[src/rtl/tpu_pkg.sv]
// Shared Mini-TPU definitions.
//   feed_state_t : feed sequencer state encoding
//   DATA_WIDTH   : default operand element width in bits
//   SIZE         : default array dimension (lines, columns, elements per line)
package tpu_pkg;

  localparam int DATA_WIDTH = 8;
  localparam int SIZE       = 4;

  typedef enum logic [1:0] {
    IDLE = 2'd0,
    FEED = 2'd1,
    DONE = 2'd2
  } feed_state_t;

endpackage

[src/rtl/skew_decode.sv]
// Diagonal wavefront decoder: maps the pass cycle counter t to per-column
// read enables and element selects. Column c is live for t in [c, c+SIZE-1]
// and reads element t-c; idle columns drive select 0.
//   active  : in  decode enabled (all outputs zero when low)
//   t       : in  pass cycle counter
//   rd_en   : out per-column enable, bit c = column c
//   rd_elem : out per-column element select, column c at [c*ELEM_W +: ELEM_W]
module skew_decode #(
  parameter int SIZE   = 4,
  parameter int ELEM_W = $clog2(SIZE),
  parameter int T_W    = $clog2(2*SIZE-1)
) (
  input  logic                   active,
  input  logic [T_W-1:0]         t,
  output logic [SIZE-1:0]        rd_en,
  output logic [SIZE*ELEM_W-1:0] rd_elem
);

  int t_int;

  always_comb begin
    rd_en   = '0;
    rd_elem = '0;
    t_int   = int'(t);
    if (active) begin
      for (int c = 0; c < SIZE; c++) begin
        if ((t_int >= c) && (t_int <= c + SIZE - 1)) begin
          rd_en[c]                     = 1'b1;
          rd_elem[c*ELEM_W +: ELEM_W]  = ELEM_W'(t_int - c);
        end
      end
    end
  end

endmodule

[src/rtl/feed_scheduler.sv]
// Operand feed sequencer for the Mini-TPU. Forwards host element writes to
// the operand memory while idle, and on start drives a diagonally skewed
// read wavefront so the systolic array sees column c delayed by c cycles.
//   clk, rst_n              : clock, async active-low reset
//   start                   : in  request one feed pass (IDLE only)
//   busy, done, feed_last   : out pass status (done is a one-cycle pulse)
//   load_valid/ready        : host write handshake
//   load_line/elem/data     : host write address and data
//   mem_wr_*                : operand memory write port
//   mem_rd_en, mem_rd_elem  : operand memory per-column read controls
//
// state | meaning
// IDLE  | accepting host writes, waiting for start
// FEED  | wavefront in progress, t = 0 .. 2*SIZE-2
// DONE  | one-cycle completion pulse, no reads
module feed_scheduler
  import tpu_pkg::*;
#(
  parameter int DATA_WIDTH = tpu_pkg::DATA_WIDTH,
  parameter int SIZE       = tpu_pkg::SIZE,
  parameter int ELEM_W     = $clog2(SIZE)
) (
  input  logic                   clk,
  input  logic                   rst_n,
  input  logic                   start,
  output logic                   busy,
  output logic                   done,
  input  logic                   load_valid,
  output logic                   load_ready,
  input  logic [ELEM_W-1:0]      load_line,
  input  logic [ELEM_W-1:0]      load_elem,
  input  logic [DATA_WIDTH-1:0]  load_data,
  output logic                   mem_wr_en,
  output logic [ELEM_W-1:0]      mem_wr_line,
  output logic [ELEM_W-1:0]      mem_wr_elem,
  output logic [DATA_WIDTH-1:0]  mem_wr_data,
  output logic [SIZE-1:0]        mem_rd_en,
  output logic [SIZE*ELEM_W-1:0] mem_rd_elem,
  output logic                   feed_last
);

  localparam int             T_W    = $clog2(2*SIZE-1);
  localparam logic [T_W-1:0] T_LAST = T_W'(2*SIZE-2);

  feed_state_t    state_q, state_d;
  logic [T_W-1:0] t_q, t_d;

  always_comb begin
    state_d = state_q;
    t_d     = t_q;
    unique case (state_q)
      IDLE: begin
        if (start) begin
          state_d = FEED;
          t_d     = '0;
        end
      end
      FEED: begin
        if (t_q == T_LAST) begin
          state_d = DONE;
          t_d     = '0;
        end else begin
          t_d = t_q + 1'b1;
        end
      end
      DONE: state_d = IDLE;
      default: begin
        state_d = IDLE;
        t_d     = '0;
      end
    endcase
  end

  always_ff @(posedge clk or negedge rst_n) begin
    if (!rst_n) begin
      state_q <= IDLE;
      t_q     <= '0;
    end else begin
      state_q <= state_d;
      t_q     <= t_d;
    end
  end

  assign load_ready  = (state_q == IDLE);
  assign busy        = (state_q == FEED) || (state_q == DONE);
  assign done        = (state_q == DONE);
  assign feed_last   = (state_q == FEED) && (t_q == T_LAST);

  assign mem_wr_en   = load_valid & load_ready;
  assign mem_wr_line = load_line;
  assign mem_wr_elem = load_elem;
  assign mem_wr_data = load_data;

  skew_decode #(
    .SIZE   (SIZE),
    .ELEM_W (ELEM_W),
    .T_W    (T_W)
  ) u_skew_decode (
    .active  (state_q == FEED),
    .t       (t_q),
    .rd_en   (mem_rd_en),
    .rd_elem (mem_rd_elem)
  );

endmodule
[config.mk]
export PLATFORM = sky130hd
export DESIGN_NAME = feed_scheduler
export DESIGN_NICKNAME = d
export VERILOG_FILES = /design/src/rtl/tpu_pkg.sv /design/src/rtl/skew_decode.sv /design/src/rtl/feed_scheduler.sv
export SDC_FILE = /design/constraint.sdc
export NUM_CORES = 1
export LEC_CHECK = 0
export ABC_AREA = 1
export CAP_MARGIN = 0
export CORE_MARGIN = 2
export CORE_UTILIZATION = 35
export CTS_CLUSTER_DIAMETER = 50
export CTS_CLUSTER_SIZE = 8
export DETAILED_ROUTE_END_ITERATION = 10
export PLACE_DENSITY = 0.81
export SKIP_CTS_REPAIR_TIMING = 1
export SYNTH_ARGS = -nofsm -noshare
export SYNTH_HDL_FRONTEND = slang
export SYNTH_SLANG_ARGS = --single-unit
[constraint.sdc]
create_clock -name clk -period 1.9 [get_ports clk]
set_input_delay 0.38 -clock clk [delete_from_list [all_inputs] [get_ports clk]]
set_output_delay 0.38 -clock clk [all_outputs]
set_load 0.005 [all_outputs]
After elaboration in Yosys (flattened, before gate mapping)
Cells that the tools add are included.

cells by class
  $add $sub $neg = 4
  order comparisons = 7
  equality and inequality tests = 5
  multiplexer cells = 16
  bitwise logic cells = 2
  reduce and logical (&&, ||, !) cells = 8

operator list
  cell                                                                count
  2-to-1 mux 2 bit                                                    6
  <= comparator 3 bit (second input constant)                         3
  one-hot mux 3 bit (3 select lines)                                  1
  2-to-1 mux 8 bit                                                    1
  greater-or-equal comparator 3 x 2 -> 1 bit (second input constant)  2
  2-to-1 mux 3 bit                                                    2
  logical AND 1 bit                                                   4
  2-to-1 mux 1 bit                                                    4
  2-to-1 mux 4 bit                                                    1
  != test 2 bit (second input constant)                               2
  one-hot mux 2 bit (2 select lines)                                  1
  AND reduction 2 bit                                                 2
  subtractor 2 bit (second input constant)                            2
  adder 3 x 1 -> 3 bit (second input constant)                        1
  == test 3 bit (second input constant)                               1
  greater-or-equal comparator 3 x 1 -> 1 bit (second input constant)  1
  <= comparator 3 x 2 -> 1 bit (second input constant)                1
  == test 2 x 1 -> 1 bit (second input constant)                      1
  == test 2 bit (second input constant)                               1
  logical NOT 2 bit                                                   1
  subtractor 2 x 1 -> 2 bit (second input constant)                   1
  bitwise AND 1 bit                                                   1
  logical OR 1 bit                                                    1
  inverter 1 bit                                                      1

word-level totals
  bits in registers = 5

Longest topological paths before layout
Gate-level depths: netlist of the first run.

  depth in word-level cells = 4
  gate-level depth with buffers = 7
  mapped depth without buffers = 7

Cells and area by module
From an unflattened synthesis of the first run, not the netlist that was laid out.

unflattened totals
  cell total of the unflattened synthesis = 99
  area, all modules = 625.6 µm²

modules (own cells, without submodules)
  module          instances  cells each  area each (µm²)
  feed_scheduler  1          62          439.2
  skew_decode     1          37          186.4

Least setup slack after synthesis of the first run
Ideal clock, no wire load.

  path type = register to output
  from = reg t_q[2]
  to = out mem_rd_elem[6]
  arrival = 1078 ps
  path slack = 442 ps
  stages on the path, launching flop included = 7
  path buffers = 0
  cells stage by stage = dfrtp_1 > inv_1 > ha_1 > nand2_1 > nand3_1 > nand3_2 > nor2_1

on the way
  cells in the longest elaborated chain, start to end = 4
  elaborated cells on any way between the ends = 5
  classes of those cells = order compare: 2; mux: 2; reduce/logical: 1

ends and longest elaborated chain
  item                                                                                      line                  text
  start, declared                                                                           feed_scheduler.sv:46  logic [T_W-1:0] t_q, t_d;
  start signal, assigned                                                                    feed_scheduler.sv:80  t_q <= t_d;
  greater-or-equal comparator 3 x 2 -> 1 bit / <= comparator 3 bit (equally long branches)  skew_decode.sv:27     if ((t_int >= c) && (t_int <= c + SIZE - 1)) begin
  logical AND 1 bit (*)                                                                     skew_decode.sv:27
  2-to-1 mux 2 bit (*)                                                                      skew_decode.sv:27
  2-to-1 mux 8 bit (*)                                                                      skew_decode.sv:25     if (active) begin
  end, declared                                                                             feed_scheduler.sv:38  output logic [SIZE*ELEM_W-1:0] mem_rd_elem,

Every way passes the cells marked *; elsewhere a longest branch is shown, timed or not.

Final worst setup path of the first run
  from = reg t_q[1]
  to = out mem_rd_elem[7]

on the way
  cells in the longest elaborated chain, start to end = 4
  elaborated cells on any way between the ends = 6
  classes of those cells = add/sub: 1; order compare: 2; mux: 2; reduce/logical: 1

ends and longest elaborated chain
  item                                                                                      line
  greater-or-equal comparator 3 x 2 -> 1 bit / <= comparator 3 bit (equally long branches)  skew_decode.sv:27
  logical AND 1 bit                                                                         skew_decode.sv:27
  2-to-1 mux 2 bit (*)                                                                      skew_decode.sv:27
  2-to-1 mux 8 bit (*)                                                                      skew_decode.sv:25

Marks and branches as above.

==> results of run 1 <==
## metal layers
layer	vias up	part of all wire [%]	track usage [%]
met5	-	0	0
met4	0	5.1	11.4
met3	10	6.8	4.15
met2	27	52	26.1
met1	279	36	16.3
li1	320	-	-
## cell usage in the layout, fill, tap and decap left out
master and count:
dfrtp_2 3, clkbuf_2 4, buf_4 10, nand3_1 3, nand2_2 3, inv_1 12
ha_1 10, buf_6 1, buf_12 1, ha_4 3, o21ai_1 2, clkbuf_4 3
dlymetal6s2s_1 11, nand2_1 24, nand3b_1 1, nor2_1 9, inv_2 5, clkbuf_1 1
inv_4 1, dfrtp_1 2, buf_2 1, ha_2 2, clkdlybuf4s50_1 4, nand3_2 3
## area by class of cell
cell class                 count  area share, %
multi-input combinational     60           43.5
clock buffer                   4           2.63
tap                           25           3.13
sequential                     5           12.9
timing repair buffer          32           30.9
inverter                      18           7.00
## worst max-delay path, cell delays in order (launching register included)
cell and delay (ns):
dfrtp_2 0.45, buf_6 0.14, ha_4 0.15, ha_4 0.15, inv_2 0.06, nand3_2 0.08, nand3_2 0.08, nor2_1 0.05
clkbuf_2 0.10
## worst paths after layout
| path | startpoint | endpoint | slack, ns | cells past startpoint |
|---|---|---|---|---|
| worst max-delay path | t_q[1]$_DFFE_PN0P_ | mem_rd_elem[7] | 0.01 | 8 |
| worst min-delay path | rst_n | t_q[2]$_DFFE_PN0P_ | 0.36 | 1 |
| worst max register to register | t_q[1]$_DFFE_PN0P_ | state_q[0]$_DFFE_PN0P_ | 0.55 | 8 |
| worst min register to register | state_q[1]$_DFFE_PN0P_ | state_q[1]$_DFFE_PN0P_ | 0.53 | 2 |
| max in group asynchronous | rst_n | t_q[0]$_DFFE_PN0P_ | 1.33 | 1 |
| min in group clk | state_q[1]$_DFFE_PN0P_ | state_q[1]$_DFFE_PN0P_ | 0.53 | 2 |
## registers in the layout (all words and copies together) (netlist names)
name	flops
t_q	3
state_q	2
## power by group through the flow
stage	clock (µW)	combinational (µW)	sequential (µW)
global route	139	895	219
finish	125	800	214
floorplan	0	397	187
global placement	0	709	189
CTS	129	740	194
detailed placement	0	731	195
## cell families after synthesis
| logic type | after synthesis | synth area share [%] |
|---|---|---|
| buffers and inverters | 31 | 24.9 |
| DFF | 5 | 18.4 |
| adders and majority gates | 15 | 27.6 |
| and+or+nand+nor | 43 | 27.6 |
| AOI/OAI and AO/OA | 2 | 1.47 |
## per-stage QoR
step / TNS, ns / hold slack [ns]
finish: 0 / 0.358
global route: -0.235 / 0.379
CTS: -3.61 / 0.361
detailed placement: -0.294 / 0.511
global placement: -0.0188 / 0.493
floorplan: 0 / 0.0844
==> results.tsv, run 1 <==
stage	metric	value	unit
routing	via_per_inst	4.42	
power	fin_total_pwr	1140	µW
clock_tree	cts-root-buf	clkbuf_4	
grt	gr-total-overflow	0	
layout	seqCellArea	129	µm²
sta	timing.final.crit_share	99.4	%
placed_design	place_area	882	µm²
grt	grt_pass1_vias	567	
sta	timing.final.crit_period	1.89	ns
placed_design	post-dp-hpwl	1180	µm
power	p_sw_share	43.2	%
routing	ant_nets	0	
power	p_leak	0.000712	µW
layout	multi_input_area	435	µm²
layout	drive_above_1_share	33.6	%
placed_design	placedCellCount	136	
routing	drt_iter0_markers	7	
sta	report.final.slew_viol_count	0	
clock_tree	path_clk_slew	0.05	ns
synth	synth.largest_area_cell	ha_1	
hold_path	hp-class	input port to async pin	
power	pwr-share-clk	10.9	%
worst_setup_path	critPathCaptureType	output port	
power	power_frac_seq	18.8	%
floorplan	die_area	2310	µm²
synth	yosysMostFrequentCell	nand2_1	
sta	finalSetupViolCount	0	
sta	tightestPinTransition	0.228	ns
synth	synth_nets	127	
power	combPwrFrac	70.3	%
layout	layoutNonFillerInstCount	144	
clock_tree	cts_buffer_depth	2	
synth	synth_flop_cell	dfrtp_1	
floorplan	core_area	1780	µm²
worst_setup_path	crit_type	flop to output port	
clock_tree	clock_latency	0.24	ns
routing	avgRoutedWirePerCell	11.4	µm
grt	grt_pass1_wl	2420	µm
synth	synthCells	96	
synth	async_flop_share	100	%
floorplan	die_w	48.1	µm
power	p_int	646	µW
placed_design	gp_congestion	0.819	
synth	synth_common_cells	nand2_1, inv_1, ha_1, buf_4, nor2_1	
layout	fill_cells	183	
sta	hold_viol	0	
clock_tree	h-tree-depth	1	
floorplan	std_cell_rows	15	
power	p_sw	491	µW
clock_tree	cts_tree	yes	
grt	grt_usage	15.4	%
run_status	outcome	finished clean	
layout	area_growth	47.3	%
synth	ys_types	13	
synth	synth-seq-cells	5	
layout	final_core_util	56.1	%
clock_tree	cts-buffers-inserted	3	
synth	seq_area_frac_synth	18.4	%
placed_design	dp_slack	-0.0999	ns
placed_design	port_buffers	20	
job	drv_cap	0	
sta	grt_setup_unrepaired	true	
worst_setup_path	worst_ep_required_time	1.52	ns
floorplan	initial_core_util	38.1	%
layout	final_area	1000	µm²
synth	syn_area	679	µm²
sta	slew-limit-headroom	84.7	%
synth	synth.avg_cell_area	7.08	µm²
synth	synth-edff-count	0	
synth	yosysWarnings	0	
worst_setup_path	critPathArrivalTime	1.51	ns
routing	drt-total-wl	1640	µm
layout	diodes	0	
synth	yosys-top-cells-area	ha_1, dfrtp_1, nand2_1	
grt	grt_start_max_net_pins	11	
sta	fin_skew	0.00399	ns
floorplan	die_h	48.1	µm
clock_tree	cts.sinks	5	
power	vdd_drop_max	0.705	mV
routing	first_pass_iters	4	
sta	setup_slack	0.0108	ns
worst_setup_path	start_kind	flop	
routing	vias	636	
worst_setup_path	path_max_fanout	6	
grt	antenna_found_initial	0	
synth	synth_top_area_share	27.6	%
routing	drt_drc_violations_left	0	
layout	layout.nets	151	
power	power-per-cell-area	1140	nW/µm²
floorplan	ios	45	
sta	fmax	0.529	GHz
Note: power is estimated with default switching activity, not from simulation.
==> run 2: changes to the inputs <==
--- a/config.mk
+++ b/config.mk
@@ -13,6 +13,7 @@
 export CTS_CLUSTER_SIZE = 8
 export DETAILED_ROUTE_END_ITERATION = 10
 export PLACE_DENSITY = 0.81
+export RECOVER_POWER = 50
 export SKIP_CTS_REPAIR_TIMING = 1
 export SYNTH_ARGS = -nofsm -noshare
 export SYNTH_HDL_FRONTEND = slang
==> run 2 against run 1 <==
Net effect: global-route usage stayed put; largest cell class unchanged; fmax is 0.19% lower; die area stayed put; register-to-register slack hardly changed; final area stayed put; utilization stayed put; hold slack better by 0.066 ns; first-iteration DRC count stayed put.
==> results.tsv, run 2 (same netlist as run 1, synthesis figures left out) <==
stage	metric	value	unit	change
placed_design	placedCellCount	136		unchanged
sta	timing.final.crit_period	1.89	ns	+0.00359 ns
power	pwr-share-clk	11.1	%	+0.2 points
placed_design	post-dp-hpwl	1180	µm	unchanged
routing	first_pass_iters	4		unchanged
clock_tree	path_clk_slew	0.05	ns	about the same
routing	via_per_inst	4.45		+0.79%
clock_tree	cts-root-buf	clkbuf_4		
job	drv_cap	0		unchanged
layout	diodes	0		unchanged
worst_setup_path	start_kind	flop		
worst_setup_path	r2r_cells	8		unchanged
floorplan	die_area	2310	µm²	unchanged
power	p_sw_share	43.3	%	+0.081 points
worst_setup_path	critPathMaxStageDelay	0.45	ns	about the same
grt	gr-total-overflow	0		unchanged
grt	grt_pass1_wl	2420	µm	unchanged
worst_setup_path	path_cells	buf_6 > ha_4 > ha_4 > inv_2 > nand3_2 > nand3_2 > nor2_1 > clkbuf_2		
routing	vias	641		+0.79%
sta	tightestPinTransition	0.232	ns	+0.00364 ns
sta	fin_tns_setup	0	ns	unchanged
grt	grt_pass1_vias	567		unchanged
worst_setup_path	crit_type	flop to output port		
clock_tree	cts.sinks	5		unchanged
routing	ant_nets	0		unchanged
power	power-per-cell-area	1140	nW/µm²	about the same
sta	finalSetupViolCount	0		unchanged
routing	drt_drc_violations_left	0		unchanged
worst_setup_path	timing.rr.end	state_q[0]$_DFFE_PN0P_		
sta	slew-limit-headroom	84.5	%	-0.25 points
layout	mostFrequentLayoutCells	nand2_1, inv_1, dlymetal6s2s_1		
sta	grt_setup_unrepaired	true		
floorplan	ios	45		unchanged
run_status	outcome	finished clean		
floorplan	std_cell_rows	15		unchanged
layout	reg_top3	t_q: 3 flops, state_q: 2 flops		
power	fin_total_pwr	1140	µW	about the same
sta	fmax	0.528	GHz	-0.19%
placed_design	gp_congestion	0.819		unchanged
sta	report.final.slew_viol_count	0		unchanged
clock_tree	cts_tree	yes		
layout	layoutNonFillerInstCount	144		unchanged
worst_setup_path	path_buf_inv	3		unchanged
power	power_frac_seq	18.8	%	about the same
floorplan	initial_core_util	38.1	%	unchanged
power	p_int	646	µW	about the same
grt	antenna_found_initial	0		unchanged
routing	avgRoutedWirePerCell	11.4	µm	+0.31%
worst_setup_path	slowest_stage	dfrtp_2		
routing	drt_iter0_markers	7		unchanged
worst_setup_path	path_max_fanout	6		unchanged
worst_setup_path	worst_ep_required_time	1.52	ns	about the same
sta	timing.final.crit_share	99.6	%	+0.19 points
routing	drt-total-wl	1640	µm	+0.31%
placed_design	port_buffers	20		unchanged
clock_tree	h-tree-depth	1		unchanged
layout	area_growth	47.3	%	unchanged
layout	drive_above_1_share	33.6	%	unchanged
worst_setup_path	rr_startpoint	t_q[1]$_DFFE_PN0P_		
worst_setup_path	critPathArrivalTime	1.51	ns	about the same
layout	layout_commonest_cell	nand2_1		
layout	largest_register	t_q		
power	vdd_drop_max	0.710	mV	+0.70%
hold_path	hp-class	input port to async pin		
grt	grt_start_max_net_pins	11		unchanged
floorplan	die_w	48.1	µm	unchanged
floorplan	die_h	48.1	µm	unchanged
clock_tree	cts_buffer_depth	2		unchanged
power	combPwrFrac	70.2	%	about the same
layout	layout.nets	151		unchanged
worst_setup_path	cpLargestDelayFamily	flip-flops		
power	p_sw	493	µW	+0.28%
grt	grt_usage	15.4	%	unchanged
sta	hold_viol	0		unchanged
clock_tree	clock_latency	0.25	ns	about the same
worst_setup_path	critPathCaptureType	output port		
clock_tree	cts-buffers-inserted	3		unchanged
sta	fin_skew	0.00398	ns	-0.00000597 ns
floorplan	core_area	1780	µm²	unchanged
layout	largest_reg_flops	3		unchanged
power	p_leak	0.000712	µW	about the same
worst_setup_path	reg2reg_slack	0.55	ns	about the same
## run 2: area by class of cell
class                      instances  area (µm²)
multi-input combinational         60         435
sequential                         5         129
inverter                          18        70.1
tap                               25        31.3
fill                             183         782
clock buffer                       4        26.3
timing repair buffer              32         309
## run 2: power by group through the flow
stage               combinational, µW  sequential [µW]  clock (µW)
global route                      895              219         139
global placement                  709              189           0
detailed placement                731              195           0
floorplan                         397              187           0
finish                            799              214         126
CTS                               740              194         129
## run 2: stage by stage
stage               cell area, µm²  utilization [%]  hold slack (ns)  worst slack (ns)
floorplan                      679                -           0.0844             0.442
global placement               882             49.5            0.493           -0.0102
detailed placement             882             49.5            0.511           -0.0999
CTS                            908             50.9            0.361            -0.370
global route                  1000             56.1            0.450           -0.0743
finish                        1000             56.1            0.424           0.00724
## run 2: how the worst max path moves through the flow
stage | from | end | slack, ns | cells after the start
after detailed placement | t_q[1]$_DFFE_PN0P_ | mem_rd_elem[7] | -0.1 | 7
after CTS | t_q[1]$_DFFE_PN0P_ | mem_rd_elem[7] | -0.37 | 7
after global placement | t_q[1]$_DFFE_PN0P_ | mem_rd_elem[6] | -0.01 | 7
after global routing | t_q[1]$_DFFE_PN0P_ | mem_rd_elem[7] | -0.07 | 8
final | t_q[1]$_DFFE_PN0P_ | mem_rd_elem[7] | 0.007 | 8
after floorplan | t_q[2]$_DFFE_PN0P_ | mem_rd_elem[6] | 0.44 | 6
## run 2: metal layers
layer | track usage, % | share of wire, %
met4 | 11.4 | 5.8
met5 | 0 | 0
met1 | 16.3 | 35
met2 | 26.1 | 51
met3 | 4.15 | 7.6
